File: src/rtl/serial_word_feeder.sv
// Parallel-to-serial front end for the serial sequence detector. Words arrive over
// valid/ready into a one-word holding buffer and are shifted out one bit per clock.
module serial_word_feeder #(
    parameter int unsigned WIDTH     = 8,
    parameter bit          MSB_FIRST = 1'b1,
    parameter logic        IDLE_BIT  = 1'b0
) (
    input  logic             clk,
    input  logic             n_rst,
    input  logic [WIDTH-1:0] data_in,
    input  logic             data_valid,
    output logic             data_ready,
    output logic             serial_out,
    output logic             bit_valid,
    output logic             frame_done,
    output logic             busy
);

    localparam int unsigned      CNT_W    = (WIDTH > 1) ? $clog2(WIDTH) : 1;
    localparam logic [CNT_W-1:0] LAST_CNT = CNT_W'(WIDTH - 1);

    typedef enum logic {
        S_IDLE,
        S_SHIFT
    } state_t;

    state_t             state_q, state_d;
    logic [WIDTH-1:0]   hold_q, hold_d;
    logic               hold_full_q, hold_full_d;
    logic [WIDTH-1:0]   shift_q, shift_d;
    logic [CNT_W-1:0]   bit_cnt_q, bit_cnt_d;

    logic               accept;
    logic               last_bit;

    // Ready is a pure decode of the buffer flag, so upstream never sees a
    // combinational path from its own valid back to ready.
    assign accept   = data_valid && !hold_full_q;
    assign last_bit = (bit_cnt_q == LAST_CNT);

    // State register.
    // NOTE: sequential state uses non-blocking (<=) so every register samples the
    // pre-edge value of its inputs regardless of statement order.
    // NOTE: the holding buffer is a plain register, not a memory array, so it is
    // reset along with everything else at no real cost.
    always_ff @(posedge clk or negedge n_rst) begin
        if (!n_rst) begin
            state_q     <= S_IDLE;
            hold_q      <= '0;
            hold_full_q <= 1'b0;
            shift_q     <= '0;
            bit_cnt_q   <= '0;
        end else begin
            state_q     <= state_d;
            hold_q      <= hold_d;
            hold_full_q <= hold_full_d;
            shift_q     <= shift_d;
            bit_cnt_q   <= bit_cnt_d;
        end
    end

    // Next-state and datapath update.
    // NOTE: every signal driven here gets a default first; a missed branch would
    // otherwise infer a latch.
    always_comb begin
        state_d     = state_q;
        hold_d      = hold_q;
        hold_full_d = hold_full_q;
        shift_d     = shift_q;
        bit_cnt_d   = bit_cnt_q;

        unique case (state_q)
            S_IDLE: begin
                if (hold_full_q) begin
                    shift_d     = hold_q;
                    hold_full_d = 1'b0;
                    bit_cnt_d   = '0;
                    state_d     = S_SHIFT;
                end
            end
            S_SHIFT: begin
                if (!last_bit) begin
                    if (MSB_FIRST) begin
                        shift_d = {shift_q[WIDTH-2:0], 1'b0};
                    end else begin
                        shift_d = {1'b0, shift_q[WIDTH-1:1]};
                    end
                    bit_cnt_d = bit_cnt_q + 1'b1;
                end else if (hold_full_q) begin
                    // Gapless reload: next word's first bit follows immediately.
                    shift_d     = hold_q;
                    hold_full_d = 1'b0;
                    bit_cnt_d   = '0;
                end else begin
                    state_d = S_IDLE;
                end
            end
            default: state_d = S_IDLE;
        endcase

        // An accept needs an empty buffer and a transfer needs a full one, so the
        // two never collide on the same edge.
        if (accept) begin
            hold_d      = data_in;
            hold_full_d = 1'b1;
        end
    end

    // Output decode.
    always_comb begin
        data_ready = !hold_full_q;
        busy       = (state_q == S_SHIFT) || hold_full_q;
        serial_out = IDLE_BIT;
        bit_valid  = 1'b0;
        frame_done = 1'b0;
        if (state_q == S_SHIFT) begin
            serial_out = MSB_FIRST ? shift_q[WIDTH-1] : shift_q[0];
            bit_valid  = 1'b1;
            frame_done = last_bit;
        end
    end

endmodule

File: config.mk
export PLATFORM = sky130hd
export DESIGN_NAME = serial_word_feeder
export DESIGN_NICKNAME = d
export VERILOG_FILES = /design/src/rtl/serial_word_feeder.sv
export SDC_FILE = /design/constraint.sdc
export NUM_CORES = 1
export LEC_CHECK = 0
export ABC_AREA = 1
export BUFFER_PORTS_ARGS = -buffer_cell sky130_fd_sc_hd__buf_2
export CORE_UTILIZATION = 39
export DETAILED_ROUTE_END_ITERATION = 10
export GPL_TIMING_DRIVEN = 0
export SLEW_MARGIN = 5
export SYNTH_ARGS = -nofsm -noshare
export SYNTH_HDL_FRONTEND = slang
export SYNTH_SLANG_ARGS = --single-unit
File: constraint.sdc
create_clock -name clk -period 1.6 [get_ports clk]
set_clock_uncertainty 0.1 [all_clocks]
set_input_delay 0 -clock clk [delete_from_list [all_inputs] [get_ports clk]]
set_output_delay 0 -clock clk [all_outputs]
set_load 0.02 [all_outputs]
======== Yosys cells after proc, flatten, opt, wreduce, memory -nomap -nowiden ========
Cells that the tools add are included.
cells by class
  add/subtract/negate cells ............... 1
  divide/modulo/power cells ............... 0
  muxes and demuxes ....................... 15
  order comparisons ....................... 0
  multipliers ............................. 0
  bitwise operators ....................... 1
  shifts and indexed selects .............. 0
  equality and inequality tests ........... 2
  reduce and logical (&&, ||, !) cells .... 3
operators by type and width
  operator               count
  $mux W8                2
  $pmux W8 S2            1
  $mux W1                7
  $mux W3                2
  $pmux W3 S2            1
  $pmux W1 S2            2
  $add A3 B1 Y3 const B  1
  $eq A3 B3 Y1 const B   1
  $ne A3 B1 Y1 const B   1
  $logic_and A1 B1 Y1    1
  $logic_not A1 Y1       1
  $logic_or A1 B1 Y1     1
  $not A1 Y1             1
word-level totals
  memory bits (writable) .................. 0
  logic and storage cells ................. 27
  ROM bits ................................ 0
  flip-flop bits (word level) ............. 21
  memories kept ........................... 0
  bits in latches ......................... 0

======== Longest topological paths before layout ========
  depth in word-level cells ............... 4
  depth in mapped cells ................... 7

======== Worst setup path before layout ========
No wires, ideal clock.
  path type ............................... register to register
  start ................................... reg bit_cnt_q[0]
  end ..................................... reg shift_q[1]
  path slack .............................. 220 ps
  period minus slack after synthesis ...... 1,380 ps
  cell stages (with the launch flop) ...... 8
  buffers on the path ..................... 1
  data arrival time ....................... 1,162 ps
  data required time ...................... 1,383 ps
  cells stage by stage .................... dfrtp_1 > ha_1 > ha_1 > inv_1 > nand2_1 > buf_2 > nand3_1 > nand2_1
on the way
  longest elaborated chain between the ends .. 3
ends and longest elaborated chain
  what                    line  RTL
  from (decl)             31    logic [CNT_W-1:0] bit_cnt_q, bit_cnt_d;
  from (signal assigned)  58    bit_cnt_q <= bit_cnt_d;
  $eq A3 B3 Y1            39    assign last_bit = (bit_cnt_q == LAST_CNT);
  $mux W8                 82    if (!last_bit) begin
  $pmux W8 S2             72    unique case (state_q)
  named net shift_d[1]    30    logic [WIDTH-1:0] shift_q, shift_d;
  to (signal assigned)    57    shift_q <= shift_d;
  to (decl)               30
The timed path passes the listed nets, and every way through them passes these cells.
A chain may end at the register's enable or synchronous reset.

======== Final worst setup path ========
  start ................................... reg bit_cnt_q[0]
  end ..................................... reg shift_q[3]
The elaborated chain is that of the path after synthesis.

==> impl_metrics.toml <==
[run_status]
run_status = "completed"

[clock_network]
cts.clk_slew.worst_paths_ps = 120
number_of_buffers_created_by_cts = 3
tritoncts_clock_tree = "yes"
clock_latency_at_the_later_pin_of_the_worst_skew_pair_ps = 300
cts.sinks = 21
cts.repair_timing.setup_buffer_count = 0
cts_max_path_buffers = 2
ctsRootBufferMaster = "sky130_fd_sc_hd__clkbuf_4"
cts_max_level = 1

[setup_path]
critPathCaptureType = "register"
crit_path_max_fanout = 10
crit_chain = "ha_2 > ha_1 > inv_1 > nand2_1 > buf_6 > nand3_1 > nand2_1"
crit_path_frequent_cell = "sky130_fd_sc_hd__nand2_1"
critPathArrivalTime_ps = 1580
critical_path.slowest_cell = "sky130_fd_sc_hd__dfrtp_1"
worst-endpoint-required_ps = 1700
cp_slowest_stage_delay_ps = 420
worst_setup_path_start_kind = "register"
criticalPathCategory = "reg2reg"

[power]
power.leakage_uw = 0.000716
power_density_nw_per_um2 = 1700
vdd_ir_drop_max_v = 0.000935

[placement]
post-dp-hpwl_um = 1380
port_buffers = 14
replace_congestion = 0.732

[route]
post-route-drc-count = 0
drt_pass1_iterations = 4
drt_iter0_markers = 8
drt-vias-per-instance = 4.54
vias = 849
final_antenna_net_count = 0
routed_length_per_instance_um = 10.6
final_wirelength_um = 1990

[global_routing]
grt_pass1_vias = 830
globalRoute.totalOverflow = 0
groute.usage.overall = 0.175
first_pass_grt_wire_length_um = 3530
pin_count_of_the_biggest_net_entering_global_routing = 22
grt_antenna_before_repair = 0

[synthesis]
synth.top_cell.area_share = 0.508
synthesis.instances = 129
synthDominantAreaCellType = "sky130_fd_sc_hd__dfrtp_1"
synth_flop_cell = "sky130_fd_sc_hd__dfrtp_1"
cell_area_after_synthesis_um2 = 1030
ys_async_sr_fraction = 1.00
ys_ff_latch = 21
synth-edff-count = 0
netlist_top_cells_area = "sky130_fd_sc_hd__dfrtp_1, sky130_fd_sc_hd__nand2_1, sky130_fd_sc_hd__nand3_1"
synth_commonest_cells = "sky130_fd_sc_hd__nand2_1, sky130_fd_sc_hd__dfrtp_1, sky130_fd_sc_hd__inv_1, sky130_fd_sc_hd__nand3_1, sky130_fd_sc_hd__nand2_2"
synth.lib_cells_used.distinct = 13
syn_area_per_cell_um2 = 8.01
synth.yosys.warnings = 0
post-synth-top-count-cell = "sky130_fd_sc_hd__nand2_1"
synth.net_count = 143
register_area_share_after_synthesis = 0.508

[finish]
fillers = 252
multi_input_comb_area_um2 = 379
syn2layout_area_growth_pct = 23.5
seq_area_um2 = 526
design.final.nets = 172
layout-drive-gt1-share = 0.204
antenna_diode_count = 0
finish.utilization = 0.511

[die]
start_util = 0.413
die_height_um = 53.5
ioPinCount = 16
rows = 18
fp.dieArea_um2 = 2860
fp.dieW_um = 53.5
core_um2 = 2500

[timing]
worst_slew_pin_slew_ps = 476
timing.final.setup_violations = 0
holdWs_ps = 71.8
worst_slew_margin_rel = 0.683
timing.final.crit_period_ps = 1480
fmax_mhz = 676
fin_tns_setup_ps = 0
fin_crit_sh = 0.925
max_slew_violation_count = 0
count_of_final_hold_check_violations = 0

[hold_path]
holdCritPathClass = "in2async"

[flow_run]
drv.max_cap_violation_count = 0
-- cell families (layout without fill, tap and decap cells) --
logic type      count (synthesis)  in the layout  share of synthesized area
buf+inv                        26             54                      0.127
simple gates                   75             75                      0.309
fa+ha+maj                       3              3                     0.0363
flops                          21             21                      0.508
compound gates                  4              4                     0.0194
-- cell type report --
type                       count  area share
tap                           30      0.0294
multi-input combinational     82       0.297
buffer                         5      0.0422
timing repair buffer          24       0.133
clock buffer                   4      0.0206
inverter                      21      0.0657
sequential                    21       0.412
-- through the flow --
step	setup slack (ps)	instance area, µm²	std cells	total power (µW)
finish	121	1280	187	2180
CTS	53.2	1270	187	2180
global route	-6.88	1280	187	2400
global placement	109	1140	173	1860
detailed placement	66.3	1140	173	1900
floorplan	220	1030	129	1650
-- worst paths after layout --
| path | startpoint | end | slack (ps) | depth (start not counted) |
|---|---|---|---|---|
| setup / recovery | bit_cnt_q[0]$_DFF_PN0_ | shift_q[3]$_DFF_PN0_ | 120 | 7 |
| max in group asynchronous | n_rst | hold_full_q$_DFFE_PN0P_ | 1000 | 2 |
| min in group clk | data_in[5] | hold_q[5]$_DFFE_PN0P_ | 360 | 4 |
| hold reg to reg | hold_q[7]$_DFFE_PN0P_ | hold_q[7]$_DFFE_PN0P_ | 380 | 2 |
| hold / removal | n_rst | shift_q[7]$_DFF_PN0_ | 70 | 2 |
| setup reg to reg | bit_cnt_q[0]$_DFF_PN0_ | shift_q[3]$_DFF_PN0_ | 120 | 7 |
-- where the power goes --
| part | switching, µW | leakage [µW] | total (µW) | internal (µW) |
|---|---|---|---|---|
| combinational | 616 | 0.000440 | 1030 | 414 |
| sequential | 131 | 0.000261 | 886 | 755 |
| clock | 162 | 0.0000150 | 259 | 97.1 |
-- metal layers --
layer  global-route usage  share of wire  vias to the layer above
li1                     -              -                      443
met1                0.227           0.49                      387
met4               0.0789         0.0086                        0
met5                    0              0                        -
met2                0.290           0.48                       17
met3               0.0172          0.030                        2
-- timing repair --
action,4_1_cts,5_1_grt
endpoints found under the setup margin,0,8
hold endpoints to repair,29,0
resized for setup,0,5
hold buffers,10,0
-- registers in the layout, summed over array words and instances, names as in the netlist --
signal and flops:
bit_cnt_q 3, hold_q 8, shift_q 8, state_q 1, hold_full_q 1
-- critical path, delay by kind of cell, from the launching register on --
kind,cells,cell delay (ps)
flops,1,420
buf+inv,2,220
fa+ha+maj,2,410
simple gates,3,230
-- layout by cell type (no fill, tap or decap), drive strengths merged --
cell / instances
buf: 19
nand2: 56
nor2: 3
inv: 21
ha: 3
dfrtp: 21
o21ai: 4
clkbuf: 4
nand3: 16
dlygate4sd3: 10
Power figures use the tool's default switching activity.
